--- config.mk ---
export PLATFORM = sky130hd
export DESIGN_NAME = rr_stream_mux
export DESIGN_NICKNAME = d
export VERILOG_FILES = /design/src/rtl/rr_stream_mux.sv
export SDC_FILE = /design/constraint.sdc
export NUM_CORES = 1
export LEC_CHECK = 0
export BUFFER_PORTS_ARGS = -buffer_cell sky130_fd_sc_hd__buf_2
export CELL_PAD_IN_SITES_DETAIL_PLACEMENT = 1
export CELL_PAD_IN_SITES_GLOBAL_PLACEMENT = 2
export CORE_MARGIN = 10
export CORE_UTILIZATION = 19
export DETAILED_ROUTE_END_ITERATION = 6
export HOLD_SLACK_MARGIN = 0.02
export PLACE_DENSITY = 0.77
export SLEW_MARGIN = 15
export SYNTH_ARGS = -nofsm -noshare
export SYNTH_HDL_FRONTEND = slang
export SYNTH_SLANG_ARGS = --single-unit
export TNS_END_PERCENT = 10
--- constraint.sdc ---
create_clock -name clk -period 1.41 [get_ports clk]
set_input_delay 0.282 -clock clk [delete_from_list [all_inputs] [get_ports clk]]
set_output_delay 0.282 -clock clk [all_outputs]
set_load 0.01 [all_outputs]
--- src/rtl/rr_stream_mux.sv ---
// rr_stream_mux: NUM_IN-way stream mux, round-robin or forced select.
// Registered output. Optional beat counter: RR_STREAM_MUX_BEAT_CNT_EN.
module rr_stream_mux #(
   parameter int WIDTH  = 4,
   parameter int NUM_IN = 2,
   parameter int SELW   = 1
) (
   input  logic                    clk,
   input  logic                    rst_n,
   input  logic [NUM_IN*WIDTH-1:0] in_data,
   input  logic [NUM_IN-1:0]       in_valid,
   output logic [NUM_IN-1:0]       in_ready,
   input  logic                    mode,
   input  logic [SELW-1:0]         sel,
   output logic [WIDTH-1:0]        out_data,
   output logic                    out_valid,
   input  logic                    out_ready,
   output logic [SELW-1:0]         out_sel
`ifdef RR_STREAM_MUX_BEAT_CNT_EN
   ,
   output logic [15:0]             beat_cnt
`endif
);

   logic [SELW-1:0]     ptr;
   logic [SELW-1:0]     grant;
   logic                grant_valid;
   logic [WIDTH-1:0]    grant_data;
   logic                load;
   logic [2*NUM_IN-1:0] rot;

   assign load = ~out_valid | out_ready;

   // rot[k] is the valid of channel (ptr+k) mod NUM_IN; ptr < NUM_IN
   assign rot = {in_valid, in_valid} >> ptr;

   always_comb begin
      int gi;
      gi          = 0;
      grant       = '0;
      grant_valid = 1'b0;
      if (mode) begin
         for (int i = 0; i < NUM_IN; i++) begin
            if (sel == SELW'(i) && in_valid[i]) begin
               grant       = SELW'(i);
               grant_valid = 1'b1;
            end
         end
      end else begin
         for (int k = 0; k < NUM_IN; k++) begin
            if (!grant_valid && rot[k]) begin
               gi = int'(ptr) + k;
               if (gi >= NUM_IN)
                  gi = gi - NUM_IN;
               grant       = SELW'(gi);
               grant_valid = 1'b1;
            end
         end
      end
   end

   always_comb begin
      grant_data = '0;
      for (int i = 0; i < NUM_IN; i++) begin
         if (grant == SELW'(i))
            grant_data = in_data[i*WIDTH +: WIDTH];
      end
   end

   always_comb begin
      in_ready = '0;
      for (int i = 0; i < NUM_IN; i++)
         in_ready[i] = load & rst_n & grant_valid & (grant == SELW'(i));
   end

   always_ff @(posedge clk) begin
      if (!rst_n) begin
         out_valid <= 1'b0;
         out_data  <= '0;
         out_sel   <= '0;
         ptr       <= '0;
      end else if (load) begin
         if (grant_valid) begin
            out_valid <= 1'b1;
            out_data  <= grant_data;
            out_sel   <= grant;
            if (!mode)
               ptr <= (int'(grant) == NUM_IN - 1) ? '0 : grant + SELW'(1);
         end else begin
            out_valid <= 1'b0;
         end
      end
   end

`ifdef RR_STREAM_MUX_BEAT_CNT_EN
   always_ff @(posedge clk) begin
      if (!rst_n)
         beat_cnt <= '0;
      else if (out_valid && out_ready && beat_cnt != 16'hFFFF)
         beat_cnt <= beat_cnt + 16'd1;
   end
`endif

endmodule

== Yosys cells after proc, flatten, opt, wreduce, memory -nomap -nowiden ==
Cells that the tools add are included.
Word-level totals
  register bits: 7
  output and inout bits: 8
Cells by class
  add/subtract/negate cells: 4
  magnitude comparators: 2
  shift operators: 1
  muxes and demuxes: 15
  bitwise logic cells: 9
  reduce and logical (&&, ||, !) cells: 6
Operators with widths (number)
  1-bit 2-to-1 mux: 14
  1-bit bitwise AND: 4
  4-bit 2-to-1 mux: 1
  1-bit inverter: 4
  4-bit by 1-bit right shift with 2-bit output: 1
  1-bit logical AND: 3
  3-bit AND reduction: 1
  1-bit by 1-bit adder with 2-bit output (second input constant): 1
  1-bit by 2-bit greater-or-equal comparator with 1-bit output (second input constant): 1
  2-bit greater-or-equal comparator (second input constant): 1
  2-bit AND reduction: 1
  1-bit subtractor (second input constant): 2
  1-bit adder (second input constant): 1
  1-bit zero test: 1
  1-bit OR: 1

== Depth between registers and ports, before layout ==
Gate-level depths: netlist of run 1.
  depth in word-level cells: 9
  depth in mapped cells: 5
  mapped depth without buffers: 4

== Least setup slack after synthesis of run 1 ==
OpenSTA, ideal clock, no wires.
  path kind: reg2out
  start: register ptr
  end: output port in_ready[0]
  arrival time: 1.145 ns
  required time: 1.128 ns
  path slack: -0.017 ns
  cell stages (with the launch flop): 5
  path buffers: 1
  path through: dfxtp_1 or3b_1 and3_1 clkbuf_1 nor2_1
Between the ends
  word-level cells in the longest chain between the ends: 9
Ends and longest elaborated chain
  start, declared: line 25  | logic [SELW-1:0] ptr;
  start signal, assigned: line 88  | ptr <= (int'(grant) == NUM_IN - 1) ? '0 : grant + SELW'(1);
  4-bit by 1-bit right shift with 2-bit output: line 35  | assign rot = {in_valid, in_valid} >> ptr;
  1-bit 2-to-1 mux: line 51  | if (!grant_valid && rot[k]) begin
  1-bit 2-to-1 mux: line 42  | if (mode) begin
  1-bit zero test: line 51
  1-bit logical AND: line 51
  1-bit 2-to-1 mux: line 51
  1-bit 2-to-1 mux: line 42
  1-bit bitwise AND / 1-bit inverter (equally long branches): line 73  | in_ready[i] = load & rst_n & grant_valid & (grant == SELW'(i));
  1-bit bitwise AND (*): line 73
  end, declared: line 12  | output logic [NUM_IN-1:0] in_ready,
Every way passes the cells marked *; elsewhere a longest branch is shown, timed or not. The select of a mux whose other input is x is not followed.

== Final worst setup path of run 1 ==
Same ends and word-level chain as after synthesis.

==> out/results.ini, run 1 <==
[timing]
slew_headroom_pct=78.69
fin_ws_ps=-176.6
slew_viol_final=0
tightestPinTransition_ps=310.8
min_period_ps=1587
skew_ps=2.216
timing.final.hold_violations=0
hold_slack_ps=277.5
rsz0062_at_grt=yes
setup_viol=7
period_share_pct=112.5
clock.fmax_mhz=630.3

[power]
cellInternalPower_w=0.0004057
ir_drop_mv=0.3752
cellLeakagePower_nw=0.2863
clkPwrFrac_pct=32.9
power.total_w=0.0005707
p_switching_w=0.0001650
p_per_area_nw_per_um2=958.3
share_comb_of_total_power_pct=27.7
p_seq_share_pct=39.4
swShare_pct=28.91

[global_routing]
grt_pass1_wl_um=2118
first_global_vias=444
antenna_found_initial=0
grt_max_degree=10
overflow=0
groute.usage.overall_pct=7.189

[run]
cap_violations=0

[worst_setup_path]
path_class=flop to output pin
cp_slowest_cell=or3b_4
cp-end-kind=output pin
r2r_slack_ps=-90
rr_endpoint=out_sel
max_stage_delay_ps=370
r2r_start=ptr
crit_fanout=2
critical_path.startpoint=ptr
arrival_ps=1300
crit_chain=or3b_4 > and3_4 > nor2_2 > buf_2
required_ps=1130
critPathCapture=in_ready[0]
startpoint_type=flop
ff2ff_path_depth=7

[logic_synthesis]
synth_edf_count=0
synth_top_area_share_pct=40.29
synth_top_cell_by_area=dfxtp_1
syn_area_um2=347.8
yosys-top-cells-area=dfxtp_1 40%, nand2_1 11%, a31oi_1 7.2%
synth_seq_cells=7
yosys_warnings=0
synth_common_cells=10 x nand2_1, 7 x dfxtp_1, 5 x o21ai_0
ys.flop_type=dfxtp_1
async_reset_ff_share_pct=0
syn_nets=59
yosysSeqAreaShare_pct=40.29
synth_most_common_cell=nand2_1
synthCells=44
syn_area_per_cell_um2=7.905
synth.distinct_cells=16

[final_layout]
drive_gt1_share_pct=56.58
nets=92
n_fill_cell=235
multi_input_area_um2=222.7
diodes=0
syn_to_final_growth_pct=71.22
fin_area_um2=595.6
regArea_um2=141.4

[floorplan]
die_area_um2=3942
rows=15
die_h_um=62.79
pin_count=23
core_area_um2=1727
die_w_um=62.79
start_util_pct=20.14

[clocking]
cts_buffers=3
ctsHoldBuffers=0
htree_levels=1
cts_tree=done
clk_pin_slew_ps=50
insertion_delay_ps=260
cts_root_buffer=clkbuf_4
clock-sinks=7
clk_path_buf_depth=2

[place]
port-buffer-count=22
place_area_um2=526.8
dp_hpwl_um=1022
gp_congestion=0.7548
dpl_worst_slack_ps=-66.14

[run_status]
status=finished with violations
violations=setup timing

[route]
drtIter0Drc=3
ant_nets=0
drtPass1Iterations=3
wl_per_cell_um=12.45
viasPerCell=4.178
wl_um=1257
drc=0
vias=422

[hold_path]
hp-class=primary input to flop

## how the worst min path moves through the flow
stage / start / end / slack, ps / cells after the start
4_1_cts: in_data[4] / out_data[0] / 270 / 3
6_report: in_data[0] / out_data[0] / 280 / 3
5_1_grt: in_data[4] / out_data[0] / 280 / 3
3_5_place_dp: ptr / ptr / 470 / 2
2_1_floorplan: ptr / ptr / 430 / 2
3_3_place_gp: ptr / ptr / 460 / 2
## power groups by stage
stage / clock network [W] / logic (W) / registers, W
after floorplan: 0 / 0.0000618 / 0.000237
after global placement: 0 / 0.000141 / 0.000228
after detailed placement: 0 / 0.000143 / 0.000228
after CTS: 0.000196 / 0.000151 / 0.000225
after global routing: 0.000213 / 0.000176 / 0.000227
final: 0.000188 / 0.000158 / 0.000225
## cells in the final DEF, fill, tap and decap left out
cell type,Yosys,routed
nor2_1,3,2
nand2_1,10,5
clkbuf_1,2,1
buf_4,0,7
nand3_1,2,2
nand2_2,0,5
clkbuf_4,0,3
dfxtp_2,0,1
nand2b_1,1,1
nor2b_1,2,2
a21oi_1,1,1
a211oi_4,1,1
nor2_2,0,1
dfxtp_1,7,6
a31oi_1,4,4
or3b_4,0,1
mux2i_1,2,2
o21ai_0,5,5
buf_6,0,1
nor3_1,1,1
buf_2,0,22
o21a_1,1,1
and3_4,0,1
## sequential cells by signal (all words and copies together) (netlist names)
register	count
ptr	1
out_valid	1
out_sel	1
out_data	4
## routing by layer
metal / up-vias / part of all wire, % / GRT usage, %
met2: 18 / 44 / 9.103
met3: 5 / 6.9 / 3.943
met5: - / 0 / 0
li1: 218 / - / -
met4: 0 / 5.2 / 7.542
met1: 181 / 43 / 7.900
## cells by family (layout without fill, tap and decap cells)
family / after synthesis / count (layout) / synth area share (%)
AND/OR/NAND/NOR: 21 / 21 / 28.06
AO/OA/AOI/OAI: 12 / 12 / 23.74
flip-flops: 7 / 7 / 40.29
multiplexers: 2 / 2 / 5.756
buffers and inverters: 2 / 34 / 2.159
## area by class of cell
class                           count  area share, %
Multi-Input combinational cell     35          37.40
Timing Repair Buffer               30          29.20
Sequential cell                     7          23.74
Tap cell                           25          5.252
Clock buffer                        4          4.412
## critical path: cells and delay by family, from the launching register on
kind	cells	cell delay, ps
and+or+nand+nor	3	600
DFF	1	310
buffers and inverters	1	130
## timing repair
action                                  4_1_cts  5_1_grt
cloned                                        0        0
pin swaps                                     5        8
endpoints found under the setup margin        2        5
setup buffers                                 1        1
gates resized for setup                       3        7
## per-stage QoR
step	instances	setup TNS, ps	utilization (%)
after global routing	101	-879.9	34.49
after detailed placement	95	-91.07	30.51
final	101	-485.8	34.49
after CTS	100	-342.0	32.97
after global placement	95	-45.37	30.51
after floorplan	44	-17.20	-
(Power assumes the default switching activity.)
==> run 2, diff against run 1 <==
- clock period: 1.41 -> 1.67 ns (I/O delays scaled with it)
==> run 2 against run 1 <==
The flow now finishes without violations. Hold slack better by 52 ps. First-iteration DRC count is 33% higher. Combinational power is 20% lower. Count of clock-buffer cells in the layout stayed put. Final cell count is 3.0% lower. Routed wire length is 2.9% higher. Core utilization is 2.0 points lower. Critical path type unchanged.
==> out/results.ini, run 2 (synthesized netlist as in run 1, its figures left out) <==
[global_routing]
grt_max_degree=10  ; unchanged
grt_use_met2_pct=9.359  ; +0.26 points
first_global_vias=456  ; +2.7%
overflow=0  ; unchanged
top_usage_layer=met2
groute.usage.overall_pct=7.153  ; -0.036 points
antenna_found_initial=0  ; unchanged
grt_use_met1_pct=8.100  ; +0.20 points
met3_usage_pct=3.584  ; -0.36 points
grt_pass1_wl_um=2173  ; +2.6%

[power]
ir_drop_mv=0.3176  ; -15%
p_per_area_nw_per_um2=847.9  ; -12%
cellLeakagePower_nw=0.2683  ; -6.3%

[final_layout]
diodes=0  ; unchanged
fin_area_um2=561.8  ; -5.7%
n_fill_cell=237  ; +0.85%
syn_to_final_growth_pct=61.51
final_common_cell=buf_2
drive_gt1_share_pct=50.68  ; -5.9 points
post-route-util_pct=32.54  ; -2.0 points
nets=89  ; -3.3%
largest_reg_flops=4  ; unchanged
final_cell_mix=22 x buf_2, 9 x nand2_1, 6 x dfxtp_1, 5 x o21ai_0, 5 x buf_4
regMostFlops=out_data

[clocking]
cts_tree=done
ctsHoldBuffers=0  ; unchanged
htree_levels=1  ; unchanged
clock-sinks=7  ; unchanged
clk_path_buf_depth=2  ; unchanged
cts_root_buffer=clkbuf_4
cts_buffers=3  ; unchanged
insertion_delay_ps=250  ; about the same
clk_pin_slew_ps=60  ; about the same

[route]
drc=0  ; unchanged
drtPass1Iterations=4  ; +1
vias=412  ; -2.4%
wl_um=1294  ; +2.9%
ant_nets=0  ; unchanged
wl_per_cell_um=13.20  ; +6.1%
viasPerCell=4.204  ; +0.62%
drtIter0Drc=4  ; +1

[worst_setup_path]
crit_chain=or3b_4 > and3_4 > nor2_2 > buf_2
path_class=flop to output pin
arrival_ps=1310  ; about the same
cp_slowest_cell=or3b_4
startpoint_type=flop
cp-end-kind=output pin
crit_fanout=2  ; unchanged
required_ps=1340  ; +210 ps
max_stage_delay_ps=390  ; +20 ps

[floorplan]
die_area_um2=3942  ; unchanged
start_util_pct=20.14  ; unchanged
rows=15  ; unchanged
pin_count=23  ; unchanged
core_area_um2=1727  ; unchanged
die_w_um=62.79  ; unchanged
die_h_um=62.79  ; unchanged

[timing]
clock.fmax_mhz=607.8
period_share_pct=98.52
setup_viol=0  ; -7
skew_ps=5.811  ; +3.596 ps
setup_tns_ps=0  ; +485.8 ps
fin_ws_ps=24.74  ; +201.3 ps
tightestPinTransition_ps=356.4  ; +45.61 ps
rsz0062_at_grt=yes
min_period_ps=1645
slew_viol_final=0  ; unchanged
timing.final.hold_violations=0  ; unchanged
slew_headroom_pct=75.56  ; -3.1 points

[hold_path]
hp-class=primary input to flop

[place]
gp_congestion=0.7548  ; unchanged
port-buffer-count=22  ; unchanged
dp_hpwl_um=982.6  ; -3.9%
dpl_worst_slack_ps=105.4  ; +171.6 ps
place_area_um2=511.7  ; -2.9%

[run]
cap_violations=0  ; unchanged

[run_status]
status=complete, no violations

[run 2: cell count changes in the layout (fill, tap and decap cells not counted), sizes merged]
cell  delta
buf      -3
[run 2: metal layers]
layer	routed length, µm	up-vias
li1	-	211
met1	616	184
met4	27	0
met2	566	15
met3	83	2
met5	0	-
[run 2: path summary, 6_finish.rpt]
kind | from | endpoint | slack (ps) | depth (start not counted)
setup / recovery | ptr | in_ready[0] | 20 | 4
setup reg to reg | ptr | out_sel | 250 | 6
hold / removal | in_data[1] | out_data[1] | 330 | 3
hold reg to reg | ptr | ptr | 470 | 2
[run 2: final cells by class]
type / instances / area [µm²] / area share [%]
Timing Repair Buffer: 27 / 147.6 / 26.28
Sequential cell: 7 / 141.4 / 25.17
Multi-Input combinational cell: 35 / 215.2 / 38.31
Tap cell: 25 / 31.28 / 5.568
Clock buffer: 4 / 26.28 / 4.677
[run 2: worst max-delay path: cells and delay by family, from the launching register on]
family,cells,cell delay (ps)
AND/OR/NAND/NOR,3,620
flip-flops,1,320
buffers and inverters,1,130
[run 2: timing repair]
item                       CTS  global route
setup endpoints to repair    1             2
setup buffers                0             1
pin swaps                    2             5
gates cloned                 0             0
gates resized for setup      1             5
[run 2: metrics by stage]
stage | total power, W | std cells | hold WS (ps)
CTS | 0.0004770 | 97 | 324.2
floorplan | 0.0002520 | 44 | 431.6
global placement | 0.0003078 | 93 | 446.6
global route | 0.0005142 | 98 | 324.1
finish | 0.0004764 | 98 | 329.9
detailed placement | 0.0003095 | 93 | 459.4
[run 2: report_power, final]
part / total, W / internal (W) / switching, W
Combinational: 0.000126 / 0.0000608 / 0.0000647
Sequential: 0.000190 / 0.000183 / 0.00000662
Clock: 0.000161 / 0.0000916 / 0.0000691
